[src/rtl/filter_pkg.sv]
// Shared definitions for the filter-selection path.
// filter_e is also imported by the downstream filter mux, so the encoding of
// each filter index must stay stable. The KEY_* constants name the key
// positions that the cycle mode uses.
package filter_pkg;

  typedef enum logic [1:0] {
    COLOUR     = 2'd0,
    BLUR       = 2'd1,
    BRIGHTNESS = 2'd2,
    EDGES      = 2'd3
  } filter_e;

  typedef enum logic {
    MODE_DIRECT = 1'b0,
    MODE_CYCLE  = 1'b1
  } mode_e;

  localparam int unsigned KEY_NEXT = 0;
  localparam int unsigned KEY_PREV = 1;
  localparam int unsigned KEY_HOME = 2;

endpackage

[src/rtl/filter_select_fsm_if.sv]
// Bus between the button/mode inputs and the filter-select outputs.
//   key            raw buttons, active-low, asynchronous
//   cycle_mode     0 = direct, 1 = cycle
//   lock           1 = ignore key presses
//   filter_type    registered current filter index
//   filter_onehot  registered one-hot copy of filter_type
//   filter_changed one-cycle pulse when filter_type changes
// slave: the selection controller. master: whatever drives the keys and
// consumes the selection.
interface filter_select_fsm_if #(
  parameter int NUM_KEYS    = 4,
  parameter int NUM_FILTERS = 4,
  parameter int SEL_W       = $clog2(NUM_FILTERS)
);
  logic [NUM_KEYS-1:0]    key;
  logic                   cycle_mode;
  logic                   lock;
  logic [SEL_W-1:0]       filter_type;
  logic [NUM_FILTERS-1:0] filter_onehot;
  logic                   filter_changed;

  modport master (
    output key, cycle_mode, lock,
    input  filter_type, filter_onehot, filter_changed
  );

  modport slave (
    input  key, cycle_mode, lock,
    output filter_type, filter_onehot, filter_changed
  );
endinterface

[src/rtl/key_conditioner.sv]
// Conditions one raw active-low push-button.
//   clk, reset  system clock, synchronous active-high reset
//   key_n       raw button level (0 = pressed), asynchronous
//   pressed     debounced level (1 = pressed)
//   press_edge  one-cycle pulse when the debounced level becomes pressed
// Path: 2-FF synchroniser -> counter debounce -> press-edge detect.
module key_conditioner #(
  parameter int unsigned DEBOUNCE_CYCLES = 50000
) (
  input  logic clk,
  input  logic reset,
  input  logic key_n,
  output logic pressed,
  output logic press_edge
);

  localparam int unsigned CNT_W = $clog2(DEBOUNCE_CYCLES + 1);
  localparam logic [CNT_W-1:0] CNT_MAX = CNT_W'(DEBOUNCE_CYCLES);
  // The synchroniser preload contributes two "released" samples after
  // reset that do not come from the pin, so arming waits for two more.
  localparam int unsigned ARM_LIMIT = DEBOUNCE_CYCLES + 2;
  localparam int unsigned ARM_W = $clog2(ARM_LIMIT + 1);
  localparam logic [ARM_W-1:0] ARM_MAX = ARM_W'(ARM_LIMIT);

  logic             sync1;
  logic             sync2;
  logic [CNT_W-1:0] cnt;
  logic             pressed_q;
  logic             prev_q;
  logic             armed;
  logic [ARM_W-1:0] arm_cnt;
  logic             level_pressed;
  logic             toggle;

  assign level_pressed = ~sync2;
  assign toggle        = (level_pressed != pressed_q) && (cnt == CNT_MAX);

  always_ff @(posedge clk) begin
    if (reset) begin
      sync1     <= 1'b1;
      sync2     <= 1'b1;
      cnt       <= '0;
      pressed_q <= 1'b0;
      prev_q    <= 1'b0;
      armed     <= 1'b0;
      arm_cnt   <= '0;
    end else begin
      sync1 <= key_n;
      sync2 <= sync1;

      if (level_pressed == pressed_q) begin
        cnt <= '0;
      end else if (toggle) begin
        pressed_q <= ~pressed_q;
        cnt       <= '0;
      end else begin
        cnt <= cnt + CNT_W'(1);
      end

      prev_q <= pressed_q;

      // After reset, presses are blocked until the key has been seen
      // released: either a debounced release, or a debounce-length run of
      // released samples. A key held through reset thus needs a fresh press.
      if (!armed) begin
        if (toggle && pressed_q) begin
          armed <= 1'b1;
        end else if (!pressed_q && !level_pressed) begin
          if (arm_cnt == ARM_MAX) begin
            armed <= 1'b1;
          end else begin
            arm_cnt <= arm_cnt + ARM_W'(1);
          end
        end else begin
          arm_cnt <= '0;
        end
      end
    end
  end

  assign pressed    = pressed_q;
  assign press_edge = pressed_q & ~prev_q & armed;

endmodule

[src/rtl/filter_select_fsm.sv]
// Filter-selection controller for the video pipeline.
//   clk, reset  system clock, synchronous active-high reset
//   bus         filter_select_fsm_if.slave: keys, cycle_mode and lock in;
//               filter_type, filter_onehot and filter_changed out
// Each key is conditioned into a press pulse. Direct mode maps key i to
// filter i (lowest index wins). Cycle mode steps next/previous with
// wrap-around, and home returns to RESET_FILTER. lock discards presses.
module filter_select_fsm
  import filter_pkg::*;
#(
  parameter int unsigned NUM_KEYS        = 4,
  parameter int unsigned NUM_FILTERS     = 4,
  parameter int unsigned DEBOUNCE_CYCLES = 50000,
  parameter int unsigned RESET_FILTER    = 0,
  parameter int unsigned SEL_W           = $clog2(NUM_FILTERS)
) (
  input  logic              clk,
  input  logic              reset,
  filter_select_fsm_if.slave bus
);

  localparam logic [SEL_W-1:0] RST_SEL   = SEL_W'(RESET_FILTER);
  localparam logic [SEL_W-1:0] LAST_SEL  = SEL_W'(NUM_FILTERS - 1);
  localparam logic [SEL_W:0]   SEL_LIMIT = (SEL_W + 1)'(NUM_FILTERS);
  localparam logic [NUM_FILTERS-1:0] RST_ONEHOT =
    NUM_FILTERS'(1) << RESET_FILTER;

  // Debounced levels are not needed for selection, only the press pulses.
  logic [NUM_KEYS-1:0]    held_unused;
  logic [NUM_KEYS-1:0]    press_edge;
  logic [NUM_KEYS-1:0]    edges;
  logic [NUM_KEYS-1:0]    scan;
  logic                   hit;
  mode_e                  mode;
  logic [SEL_W-1:0]       current_sel;
  logic [SEL_W-1:0]       next_sel;
  logic [NUM_FILTERS-1:0] onehot_q;
  logic [NUM_FILTERS-1:0] onehot_next;
  logic                   changed_q;

  for (genvar i = 0; i < NUM_KEYS; i++) begin : g_key
    key_conditioner #(
      .DEBOUNCE_CYCLES(DEBOUNCE_CYCLES)
    ) u_key (
      .clk       (clk),
      .reset     (reset),
      .key_n     (bus.key[i]),
      .pressed   (held_unused[i]),
      .press_edge(press_edge[i])
    );
  end

  always_comb begin
    mode     = mode_e'(bus.cycle_mode);
    edges    = press_edge & ~{NUM_KEYS{bus.lock}};
    next_sel = current_sel;
    hit      = 1'b0;
    scan     = edges;

    if ({1'b0, current_sel} >= SEL_LIMIT) begin
      next_sel = RST_SEL;
    end else if (mode == MODE_CYCLE) begin
      if (edges[KEY_HOME]) begin
        next_sel = RST_SEL;
      end else if (edges[KEY_NEXT] && !edges[KEY_PREV]) begin
        next_sel = (current_sel == LAST_SEL) ? '0 : current_sel + SEL_W'(1);
      end else if (edges[KEY_PREV] && !edges[KEY_NEXT]) begin
        next_sel = (current_sel == '0) ? LAST_SEL : current_sel - SEL_W'(1);
      end
    end else begin
      // Scan from key 0 upward so the lowest pressed index wins.
      for (int unsigned i = 0; i < NUM_KEYS; i++) begin
        if (!hit && scan[0] && (i < NUM_FILTERS)) begin
          next_sel = SEL_W'(i);
          hit      = 1'b1;
        end
        scan = scan >> 1;
      end
    end

    onehot_next = NUM_FILTERS'(1) << next_sel;
  end

  always_ff @(posedge clk) begin
    if (reset) begin
      current_sel <= RST_SEL;
      onehot_q    <= RST_ONEHOT;
      changed_q   <= 1'b0;
    end else begin
      current_sel <= next_sel;
      onehot_q    <= onehot_next;
      changed_q   <= (next_sel != current_sel);
    end
  end

  assign bus.filter_type    = current_sel;
  assign bus.filter_onehot  = onehot_q;
  assign bus.filter_changed = changed_q;

endmodule

[src/flat_wrapper.sv]
// flat-port wrapper written by rule: the top's interface ports become plain ports
module filter_select_fsm_flat import filter_pkg::*;
#(
  parameter int unsigned NUM_KEYS        = 4,
  parameter int unsigned NUM_FILTERS     = 4,
  parameter int unsigned DEBOUNCE_CYCLES = 50000,
  parameter int unsigned RESET_FILTER    = 0,
  parameter int unsigned SEL_W           = $clog2(NUM_FILTERS)
)
  (clk, reset, bus_key, bus_cycle_mode, bus_lock, bus_filter_type, bus_filter_onehot, bus_filter_changed);
  filter_select_fsm_if #(.NUM_KEYS(NUM_KEYS), .NUM_FILTERS(NUM_FILTERS), .SEL_W(SEL_W)) bus_i ();
  input  logic clk;
  input  logic reset;
  input wire logic [$bits(bus_i.key)-1:0] bus_key;
  input wire logic [$bits(bus_i.cycle_mode)-1:0] bus_cycle_mode;
  input wire logic [$bits(bus_i.lock)-1:0] bus_lock;
  output wire logic [$bits(bus_i.filter_type)-1:0] bus_filter_type;
  output wire logic [$bits(bus_i.filter_onehot)-1:0] bus_filter_onehot;
  output wire logic [$bits(bus_i.filter_changed)-1:0] bus_filter_changed;
  assign bus_i.key = bus_key;
  assign bus_i.cycle_mode = bus_cycle_mode;
  assign bus_i.lock = bus_lock;
  assign bus_filter_type = bus_i.filter_type;
  assign bus_filter_onehot = bus_i.filter_onehot;
  assign bus_filter_changed = bus_i.filter_changed;
  filter_select_fsm #(.NUM_KEYS(NUM_KEYS), .NUM_FILTERS(NUM_FILTERS), .DEBOUNCE_CYCLES(DEBOUNCE_CYCLES), .RESET_FILTER(RESET_FILTER), .SEL_W(SEL_W)) u_core (.clk(clk), .reset(reset), .bus(bus_i));
endmodule
[config.mk]
export PLATFORM = sky130hd
export DESIGN_NAME = filter_select_fsm_flat
export DESIGN_NICKNAME = d
export VERILOG_FILES = /design/src/rtl/filter_pkg.sv /design/src/rtl/filter_select_fsm_if.sv /design/src/rtl/key_conditioner.sv /design/src/rtl/filter_select_fsm.sv /design/src/flat_wrapper.sv
export SDC_FILE = /design/constraint.sdc
export NUM_CORES = 1
export LEC_CHECK = 0
export ABC_AREA = 1
export BUFFER_PORTS_ARGS = -buffer_cell sky130_fd_sc_hd__clkbuf_2
export CAP_MARGIN = 0
export CORE_MARGIN = 2
export CORE_UTILIZATION = 40
export CTS_BUF_LIST = sky130_fd_sc_hd__clkbuf_16
export DETAILED_ROUTE_END_ITERATION = 16
export HOLD_SLACK_MARGIN = 0.06
export SYNTH_ARGS = -nofsm -noshare
export SYNTH_HDL_FRONTEND = slang
export SYNTH_HIERARCHICAL = 1
export SYNTH_SLANG_ARGS = --single-unit
[constraint.sdc]
create_clock -name clk -period 1.42 [get_ports clk]
set_input_delay 0.284 -clock clk [delete_from_list [all_inputs] [get_ports clk]]
set_output_delay 0.284 -clock clk [all_outputs]
set_load 0.01 [all_outputs]
==> reports/metrics.cfg, run 1 <==
[status]
status=finished with violations
violations=negative setup slack

[floorplan]
pin_count=15
rows=54
core_um2=21760
die_h_um=152.7
start_util_pct=40.64
die_w_um=152.7
die_area_um2=23310

[synth]
syn_avg_cell_area_um2=6.564
synthFlopType=dfxtp_1
synth_top_area_share_pct=35.09
synth_top_family_by_area=simple AND/OR/NAND/NOR gates
synthTopCellsByCount=nand2_1 (372), nor2_1 (197), dfxtp_1 (155)
ys_seq_elements=155
synthAdderAreaFrac_pct=3.113
syn_area_um2=8842
ys_types=42
synthMostInstantiatedCell=nand2_1
synth_nets=1377
yosys.area_share.simple_pct=43.87
synth_edf_count=0
async_flop_share_pct=0
seq_area_frac_synth_pct=35.09
synth.mux.area_fraction_pct=0
synth_top_area_cell=dfxtp_1
synth_area_leaders=dfxtp_1 (35%), nand2_1 (16%), nor2_1 (8.4%)
postSynthCellCount=1347
synth_xor_area_share_pct=2.575
synth_compound_area_share_pct=5.957
yosysWarnings=6

[finish]
finish.instance_area_um2=12890
final_cells=1877
nNetsFinal=1614
syn_to_final_growth_pct=45.75
num_antenna_cells=0
regArea_um2=3156
fin_util_pct=59.24
drive_above_1_share_pct=38.26
nFillCells=1941
multi_input_area_um2=6053

[routing]
drc=0
drtPass1Iterations=5
vias_per_cell=4.856
wl_per_cell_um=12.36
ant_nets=0
wl_um=23210
first_iter_violations=338
vias=9115

[power_and_ir_drop]
total_power_uw=9411
ir_worst_vdd_uv=831.8
power_density_nw_per_um2=730.2
total_leakage_power_uw=0.005452

[worst_setup_path]
worstPathRequired_ps=1790
critPathLaunchType=flop
cpLargestDelayFamily=simple AND/OR/NAND/NOR gates
slowest_stage=dfxtp_2
endpoint_kind=flop
cp_max_fo=5
arrival_ps=2000
max_stage_delay_ps=360
path_cells=inv_4, ha_4, nand4_1, nor2_1, nand3_2, nand2_4, clkbuf_16, nand2_2, a21oi_2
crit_buf_inv=2
critical_path_class=flop to flop

[global_route]
grt_max_degree=22
grt_pass1_wl_um=37290
antenna_found_initial=0
grt_overflow=0
grt_pass1_vias=8586
grt.total_usage_pct=18.81

[run]
maxCapViolCount=0

[clocking]
clkTransAtPathRegs_ps=70
cts_buffer_depth=2
cts_made_buffers=17
cts_root_buf=clkbuf_16
cts_tree=built
cts_htree_levels=4
clk_latency_ps=430
numClockSinks=155

[timing]
fin_crit_sh_pct=115.3
fmax_mhz=611.0
hold_viol=0
fin_crit_ps=1637
slew-limit-headroom_pct=69.56
setup_viol=125
drv_slew=0
layout_setup_ws_ps=-216.7
rsz0062_at_grt=yes
worst_slew_pin_slew_ps=456.1
finClkSkew_ps=9.824

[worst_hold_path]
hp-class=input pin to flop

[placed_design]
gp_congestion=0.8429
dpl.hpwl_um=15490
placedCellCount=1799
io_buffers=14
placed_cell_area_um2=10660

-- worst register-to-register path, cell delays in order, from the launching register on --
cell and delay (ps):
dfxtp_2 360, inv_4 50, ha_4 260, nand4_1 140
nor2_1 160, nand3_2 130, nand2_4 140, clkbuf_16 170
nand2_2 50, a21oi_2 110
-- layout make-up --
type / instances / share of cell area [%]
multi-input cells: 997 / 46.97
flip-flops and latches: 155 / 24.49
inverters: 173 / 5.320
repair buffers: 240 / 16.06
clock inverters: 15 / 1.146
clock buffers: 17 / 3.301
well taps: 280 / 2.718
-- report_power, final --
part           switching [uW]  leakage, uW  internal (uW)
clock                    1900     0.000283           2590
combinational             263      0.00390            227
sequential               45.8      0.00127           4390
total                    2210      0.00545           7200
-- sequential cells by signal, indices dropped and copies added, names as in the netlist --
signal                      cells
u_core/g_key.u_key/arm_cnt     64
u_core/g_key.u_key/cnt         64
u_core/bus.filter_onehot        4
u_core/g_key.u_key/armed        4
u_core/g_key.u_key/pressed      4
u_core/g_key.u_key/prev_q       4
u_core/g_key.u_key/sync1        4
u_core/g_key.u_key/sync2        4
u_core/bus.filter_type          2
u_core/bus.filter_changed       1
-- metrics by stage --
stage	worst slack (ps)	hold slack (ps)	setup TNS [ps]
after global placement	-102.8	392.8	-3494
after floorplan	-40.25	346.4	-368.4
after CTS	-133.5	206.9	-8507
final	-216.7	225.8	-14200
after detailed placement	-153.4	396.5	-6182
after global routing	-290.2	215.7	-26270
-- repair_timing --
item	in CTS	in global routing
gates resized for setup	95	241
hold endpoints to repair	4	0
hold buffers	4	0
buffers inserted	14	23
setup endpoints to repair	113	142
pin swaps	50	93
gates cloned	3	5
-- cells in the final DEF, fill, tap and decap left out, types with 7 or more instances in the layout --
master and instances:
xor2_1 16, buf_4 176, buf_6 34, buf_12 9, xnor2_1 10, nor2_2 33
dfxtp_2 24, nand3_4 15, a21oi_2 43, inv_1 134, inv_2 30, dfxtp_1 125
nand2_4 28, clkbuf_16 20, ha_4 9, nor3_2 11, nand2_1 326, nand4_1 24
nor3_1 24, nor2_1 166, nor2_4 28, nand3_1 85, inv_4 7, ha_1 11
clkbuf_2 14, a21oi_1 23, or2_2 10, nand3_2 38, nand2_2 43
-- logic make-up after synthesis --
group	count (synthesis)
buffers and inverters	198
xor gates and xnor gates	26
and+or+nand+nor	856
adders and majority gates	22
DFF	155
AOI/OAI and AO/OA	90
-- per-layer routing --
metal | routed length (um) | GRT usage, % | up-vias
met2 | 11860 | 33.97 | 118
met4 | 457 | 6.702 | 0
li1 | - | - | 4732
met5 | 0 | 0 | -
met1 | 10260 | 22.47 | 4230
met3 | 629 | 3.129 | 35
-- final timing paths --
check	start	to	slack [ps]	cells after the start
min reg2reg	u_core/g_key[0].u_key/sync1$_SDFF_PP1_	u_core/g_key[0].u_key/sync2$_SDFF_PP1_	410	1
max	u_core/g_key[1].u_key/pressed$_SDFFE_PP0P_	u_core/g_key[1].u_key/arm_cnt[2]$_SDFFE_PP0P_	-220	9
min	reset	u_core/g_key[2].u_key/arm_cnt[7]$_SDFFE_PP0P_	230	3
max reg2reg	u_core/g_key[1].u_key/pressed$_SDFFE_PP0P_	u_core/g_key[1].u_key/arm_cnt[2]$_SDFFE_PP0P_	-220	9
(Power assumes the default switching activity.)
==> run 2, diff against run 1 <==
Settings changed: ABC_AREA 1 to not set.
==> run 2 against run 1 <==
Effect of this change:
- the run still ends with negative setup slack left
- wire length decreased by 13%
- hold slack better by 100 ps
- highest routed layer unchanged
- register-to-register slack lost 350 ps
- largest power group is now sequential cells
- first-iteration DRC count grew 34%
- critical endpoint is now u_core/bus.filter_changed$_SDFF_PP0_
- design area shrank 7.7%
- combinational power up 49%
- flip-flop and latch count is the same
- via count shrank 17%
==> reports/metrics.cfg, run 2 <==
[worst_setup_path]
critPathLaunchType=flop  ; unchanged
r2r-start=u_core/g_key[0].u_key/armed$_SDFF_PP0_  ; was u_core/g_key[1].u_key/pressed$_SDFFE_PP0P_
max_stage_delay_ps=450  ; was 360 ps
cp_max_fo=5  ; unchanged
slowest_stage=or4b_4  ; was dfxtp_2
worstPathRequired_ps=1720  ; was 1790 ps
critical_path_class=flop to flop  ; unchanged
r2r_cells=9  ; unchanged
path_cells=nor3b_2, buf_4, buf_4, and3b_1, o21ai_1, o211ai_1, buf_4, nand3_1, or4b_4  ; was inv_4, ha_4, nand4_1, nor2_1, nand3_2, nand2_4, clkbuf_16, nand2_2, a21oi_2
arrival_ps=2290  ; was 2000 ps
endpoint_kind=flop  ; unchanged
path_common_cell=buf_4
reg2reg_to=u_core/bus.filter_changed$_SDFF_PP0_  ; was u_core/g_key[1].u_key/arm_cnt[2]$_SDFFE_PP0P_
ff2ff_setup_slack_ps=-570  ; was -220 ps

[power_and_ir_drop]
p_seq_share_pct=46.7  ; was 47.1%
power_frac_comb_pct=7.7  ; was 5.2%
clockPowerShare_pct=45.6  ; was 47.7%
switching_share_pct=25.51  ; was 23.50%
power_density_nw_per_um2=798.5  ; was 730.2 nW/um2
ir_worst_vdd_uv=932.4  ; was 831.8 uV
total_leakage_power_uw=0.004608  ; was 0.005452 uW
p_switching_uw=2423  ; was 2211 uW
p_int_uw=7075  ; was 7199 uW

[global_route]
grt_overflow=0  ; unchanged
grt_pass1_vias=7327  ; was 8586
grt_pass1_wl_um=33910  ; was 37290 um
antenna_found_initial=2  ; was 0
grt.total_usage_pct=20.13  ; was 18.81%
grt_max_degree=30  ; was 22

[clocking]
numClockSinks=155  ; unchanged
cts_htree_levels=4  ; unchanged
cts_buffer_depth=2  ; unchanged
cts_root_buf=clkbuf_16  ; unchanged
clk_latency_ps=440  ; was 430 ps
cts_made_buffers=17  ; unchanged
clkTransAtPathRegs_ps=60  ; was 70 ps
cts_tree=built  ; unchanged

[timing]
hold_slack_ps=329.3  ; was 225.8 ps
setup_viol=143  ; was 125
slew-limit-headroom_pct=74.06  ; was 69.56%
fmax_mhz=503.4  ; was 611.0 MHz
fin_crit_sh_pct=139.9  ; was 115.3%
drv_slew=0  ; unchanged
finClkSkew_ps=12.11  ; was 9.824 ps
rsz0062_at_grt=yes  ; unchanged
layout_setup_ws_ps=-566.4  ; was -216.7 ps
worst_slew_pin_slew_ps=383.7  ; was 456.1 ps
fin_crit_ps=1986  ; was 1637 ps
hold_viol=0  ; unchanged
finalSetupTns_ps=-46750  ; was -14200 ps

[finish]
nNetsFinal=1228  ; was 1614
final_cells=1478  ; was 1877
regArea_um2=3143  ; was 3156 um2
multi_input_area_um2=5191  ; was 6053 um2
mostFrequentLayoutCell=buf_4  ; was nand2_1
reg.largest.list=u_core/g_key.u_key/arm_cnt (64), u_core/g_key.u_key/cnt (64)  ; unchanged
syn_to_final_growth_pct=52.10  ; was 45.75%
fin_util_pct=61.52  ; was 59.24%
layout_common_cells=buf_4 (248), dfxtp_1 (131), nor2_1 (82)  ; was nand2_1 (326), buf_4 (176), nor2_1 (166)
drive_above_1_share_pct=44.18  ; was 38.26%
nFillCells=1615  ; was 1941

[synth]
seq_area_frac_synth_pct=39.68  ; was 35.09%
synth_edf_count=0  ; unchanged
synth_nets=941  ; was 1377
ys_types=74  ; was 42
postSynthCellCount=911  ; was 1347
syn_avg_cell_area_um2=8.584  ; was 6.564 um2
synthMostInstantiatedCell=dfxtp_1  ; was nand2_1
synthFlopType=dfxtp_1  ; unchanged
yosysWarnings=6  ; unchanged
synth_top_area_cell=dfxtp_1  ; unchanged
ys_seq_elements=155  ; unchanged
synth_area_leaders=dfxtp_1 (40%), nor2_1 (5.2%), xor2_1 (3.8%)  ; was dfxtp_1 (35%), nand2_1 (16%), nor2_1 (8.4%)
synthTopCellsByCount=dfxtp_1 (155), nor2_1 (108), nand2_1 (66)  ; was nand2_1 (372), nor2_1 (197), dfxtp_1 (155)
async_flop_share_pct=0  ; unchanged
synth_top_area_share_pct=39.68  ; was 35.09%
syn_area_um2=7820  ; was 8842 um2

[worst_hold_path]
hp-class=input pin to flop  ; unchanged
min_from=reset  ; unchanged
hold-path-endpoint=u_core/g_key[0].u_key/arm_cnt[9]$_SDFFE_PP0P_  ; was u_core/g_key[2].u_key/arm_cnt[7]$_SDFFE_PP0P_
hold_depth=3  ; unchanged

[floorplan]
pin_count=15  ; unchanged
die_h_um=143.8  ; was 152.7 um
die_area_um2=20680  ; was 23310 um2
rows=51  ; was 54
start_util_pct=40.45  ; was 40.64%
core_um2=19330  ; was 21760 um2
die_w_um=143.8  ; was 152.7 um

[status]
status=finished with violations  ; unchanged
violations=negative setup slack  ; unchanged

[routing]
drc=0  ; unchanged
wl_per_cell_um=13.72  ; was 12.36 um
drtPass1Iterations=5  ; unchanged
wl_um=20270  ; was 23210 um
ant_nets=0  ; unchanged
vias_per_cell=5.113  ; was 4.856
first_iter_violations=452  ; was 338
vias=7557  ; was 9115

[placed_design]
dpl.hpwl_um=13450  ; was 15490 um
dp_slack_ps=-528.3  ; was -153.4 ps
gp_congestion=0.8267  ; was 0.8429
io_buffers=14  ; unchanged
placedCellCount=1407  ; was 1799

[run]
maxCapViolCount=0  ; unchanged

-- run 2: cell count changes after synthesis, sizes merged, moves of 33 or more --
cell / delta
nand3: -89
nand2: -332
nor2: -119
or4: +33
o21ai: +33
inv: -124
-- run 2: how the worst max path moves through the flow --
stage,start,end,slack [ps],cells after the start
after floorplan,u_core/g_key[1].u_key/pressed$_SDFFE_PP0P_,u_core/g_key[1].u_key/arm_cnt[12]$_SDFFE_PP0P_,-450,8
after global placement,u_core/g_key[1].u_key/pressed$_SDFFE_PP0P_,u_core/g_key[1].u_key/arm_cnt[6]$_SDFFE_PP0P_,-490,8
after detailed placement,u_core/g_key[0].u_key/pressed$_SDFFE_PP0P_,u_core/bus.filter_changed$_SDFF_PP0_,-530,8
after CTS,u_core/g_key[0].u_key/armed$_SDFF_PP0_,u_core/bus.filter_changed$_SDFF_PP0_,-520,8
after global routing,u_core/g_key[1].u_key/pressed$_SDFFE_PP0P_,u_core/bus.filter_changed$_SDFF_PP0_,-660,9
final,u_core/g_key[0].u_key/armed$_SDFF_PP0_,u_core/bus.filter_changed$_SDFF_PP0_,-570,9
-- run 2: final cells by class --
cell class	instances	share of cell area, %
multi-input cells	675	43.65
flip-flops and latches	155	26.43
clock buffers	17	3.577
clock inverters	15	1.084
well taps	265	2.788
inverters	45	1.525
repair buffers	304	20.91
diodes	2	0.04208
-- run 2: cells by family after synthesis --
logic type               Yosys count  share of synthesized area (%)
buffers and inverters             82                          4.704
flip-flops                       155                          39.68
AO/OA/AOI/OAI                    161                          14.00
adder cells (fa/ha/maj)           22                          3.520
XOR/XNOR                          61                          6.832
AND/OR/NAND/NOR                  427                          30.85
multiplexers                       3                         0.4160
-- run 2: power groups by stage --
stage,Clock (uW),Combinational [uW],Sequential (uW)
2_1_floorplan,0,304,4540
3_3_place_gp,0,572,4530
3_5_place_dp,0,579,4530
4_1_cts,4430,660,4440
5_1_grt,4610,796,4440
6_report,4330,730,4440
-- run 2: worst max-delay path: cells and delay by family, from the launching register on --
kind	cells	cell delay [ps]
AO/OA/AOI/OAI	2	290
buffers and inverters	3	460
flip-flops	1	320
AND/OR/NAND/NOR	4	790
-- run 2: repair_timing --
item                                   4_1_cts  5_1_grt
pin swaps                                   64       64
hold buffers                                 4        0
setup buffers                               21       14
endpoints found under the hold margin        4        0
setup endpoints to repair                  143      143
cloned                                       4        0
resized for setup                          103      111
-- run 2: metal layers --
metal	vias up	GRT usage, %	wire length (um)
met3	26	3.832	566
met4	0	6.553	348
met5	-	0	0
li1	3873	-	-
met1	3563	25.72	9402
met2	95	34.21	9957
-- run 2: per-stage QoR --
| step | cell area, um2 | power, uW |
|---|---|---|
| 2_1_floorplan | 8090 | 4849 |
| 3_3_place_gp | 10230 | 5100 |
| 3_5_place_dp | 10230 | 5108 |
| 4_1_cts | 11380 | 9524 |
| 5_1_grt | 11890 | 9847 |
| 6_report | 11890 | 9498 |
==> run 3, diff against run 2 <==
Clock period 1.42 ns to 2.5 ns, I/O delays scaled along.
==> run 3 against run 2 <==
Effect of this change:
- the flow now finishes without violations
- critical path depth decreased by 2
- global-route usage decreased by 3.4 points
- clock skew increased by 3.3 ps
- hold slack got worse by 76 ps
==> reports/metrics.cfg, run 3 (synthesized netlist as in run 2, its figures left out) <==
[timing]
hold_viol=0  ; unchanged
hold_slack_ps=253.0  ; was 329.3 ps
slew-limit-headroom_pct=59.17  ; was 74.06%
layout_setup_ws_ps=153.3  ; was -566.4 ps
fin_crit_ps=2347  ; was 1986 ps
setup_viol=0  ; was 143
finClkSkew_ps=15.42  ; was 12.11 ps
fmax_mhz=426.1  ; was 503.4 MHz
finalSetupTns_ps=0  ; was -46750 ps
worst_slew_pin_slew_ps=606.9  ; was 383.7 ps
rsz0062_at_grt=no  ; was yes
fin_crit_sh_pct=93.87  ; was 139.9%
drv_slew=0  ; unchanged

[worst_setup_path]
worstPathRequired_ps=2860  ; was 1720 ps
critical_path_class=flop to flop  ; unchanged
arrival_ps=2710  ; was 2290 ps
cp_max_fo=13  ; was 5
endpoint_kind=flop  ; unchanged
critPathLaunchType=flop  ; unchanged

[clocking]
postCtsHoldBufs=0  ; was 4
cts_htree_levels=4  ; unchanged
cts_made_buffers=17  ; unchanged
clkTransAtPathRegs_ps=60  ; about the same
clk_latency_ps=430  ; was 440 ps
cts_setup_buffers=0  ; was 21
cts_buffer_depth=2  ; unchanged
cts_root_buf=clkbuf_16  ; unchanged
numClockSinks=155  ; unchanged
cts_tree=built  ; unchanged
cts_resized=0  ; was 103

[routing]
wl_um=16030  ; was 20270 um
wl_per_cell_um=13.28  ; was 13.72 um
vias=6359  ; was 7557
drc=0  ; unchanged
vias_per_cell=5.268  ; was 5.113
first_iter_violations=386  ; was 452
ant_nets=0  ; unchanged
drtPass1Iterations=4  ; was 5

[placed_design]
dp_slack_ps=173.6  ; was -528.3 ps
dpl.hpwl_um=10670  ; was 13450 um
io_buffers=14  ; unchanged
placed_cell_area_um2=8205  ; was 10230 um2
gp_congestion=0.7905  ; was 0.8267

[finish]
mostFrequentLayoutCell=dfxtp_1  ; was buf_4
num_antenna_cells=0  ; was 2
reg.largest.list=u_core/g_key.u_key/arm_cnt (64), u_core/g_key.u_key/cnt (64)  ; unchanged
drive_above_1_share_pct=10.51  ; was 44.18%
syn_to_final_growth_pct=12.03  ; was 52.10%
finish.instance_area_um2=8761  ; was 11890 um2
layout_common_cells=dfxtp_1 (155), nor2_1 (108), nand2_1 (66)  ; was buf_4 (248), dfxtp_1 (131), nor2_1 (82)
nNetsFinal=961  ; was 1228

[power_and_ir_drop]
total_leakage_power_uw=0.002942  ; was 0.004608 uW
power_density_nw_per_um2=595.9  ; was 798.5 nW/um2
ir_worst_vdd_uv=496.5  ; was 932.4 uV

[floorplan]
die_w_um=143.8  ; unchanged
core_um2=19330  ; unchanged
rows=51  ; unchanged
pin_count=15  ; unchanged
die_h_um=143.8  ; unchanged
die_area_um2=20680  ; unchanged
start_util_pct=40.45  ; unchanged

[global_route]
grt_pass1_wl_um=28420  ; was 33910 um
grt.total_usage_pct=16.72  ; was 20.13%
antenna_found_initial=0  ; was 2
grt_pass1_vias=5999  ; was 7327
grt_max_degree=35  ; was 30
grt_overflow=0  ; unchanged

[status]
status=finished clean  ; was finished with violations

[run]
maxCapViolCount=0  ; unchanged

[worst_hold_path]
hp-class=input pin to flop  ; unchanged

==> run 3: cell count changes in the layout (fill, tap and decap cells not counted), moves of 13 or more <==
cell     delta
buf_4     -223
buf_6      -30
nor2_1     +26
dfxtp_1    +24
a21oi_1    +20
dfxtp_2    -20
o21ai_0    +20
a21oi_2    -18
nor2_2     -17
or4_1      +13
or4_4      -13
==> run 3: critical path, stage by stage (launching register included) <==
cell and delay (ps):
dfxtp_1 420, inv_1 110, ha_1 310, nand4b_1 180
nor4_1 110, a211o_1 460, or4_1 540, a21oi_1 140
==> run 3: where the power goes <==
| group | switching, uW | internal, uW | total [uW] | leakage (uW) |
|---|---|---|---|---|
| sequential | 29.9 | 2500 | 2530 | 0.00125 |
| combinational | 130 | 89.1 | 220 | 0.00142 |
| clock | 1020 | 1450 | 2470 | 0.000267 |
| total | 1180 | 4040 | 5220 | 0.00294 |
==> run 3: area by class of cell <==
cell class	count	area, um2
Multi-Input combinational cell	674	4349
Clock inverter	13	130.1
Tap cell	265	331.6
Clock buffer	17	425.4
Timing Repair Buffer	38	252.7
Fill cell	1881	10570
Inverter	45	168.9
Sequential cell	155	3103
==> run 3: through the flow <==
stage,std cells,power [uW],utilization [%]
detailed placement,1177,2807,42.44
finish,1207,5221,45.31
global placement,1177,2805,42.44
global route,1207,5439,45.31
floorplan,911,2739,-
CTS,1207,5303,45.31
==> run 3: worst paths after layout <==
| check | from | endpoint | slack, ps | cells past startpoint |
|---|---|---|---|---|
| setup / recovery | u_core/g_key[1].u_key/pressed$_SDFFE_PP0P_ | u_core/g_key[1].u_key/arm_cnt[15]$_SDFFE_PP0P_ | 150 | 7 |
| hold / removal | bus_key[1] | u_core/g_key[1].u_key/sync1$_SDFF_PP1_ | 250 | 2 |
| setup reg to reg | u_core/g_key[1].u_key/pressed$_SDFFE_PP0P_ | u_core/g_key[1].u_key/arm_cnt[15]$_SDFFE_PP0P_ | 150 | 7 |
| hold reg to reg | u_core/g_key[1].u_key/sync1$_SDFF_PP1_ | u_core/g_key[1].u_key/sync2$_SDFF_PP1_ | 410 | 1 |
==> run 3: per-layer routing <==
metal	vias up	global-route usage, %	part of all wire, %
li1	3329	-	-
met3	10	3.532	2.2
met4	0	5.573	1.0
met2	51	26.42	45
met5	-	0	0
met1	2969	22.74	52
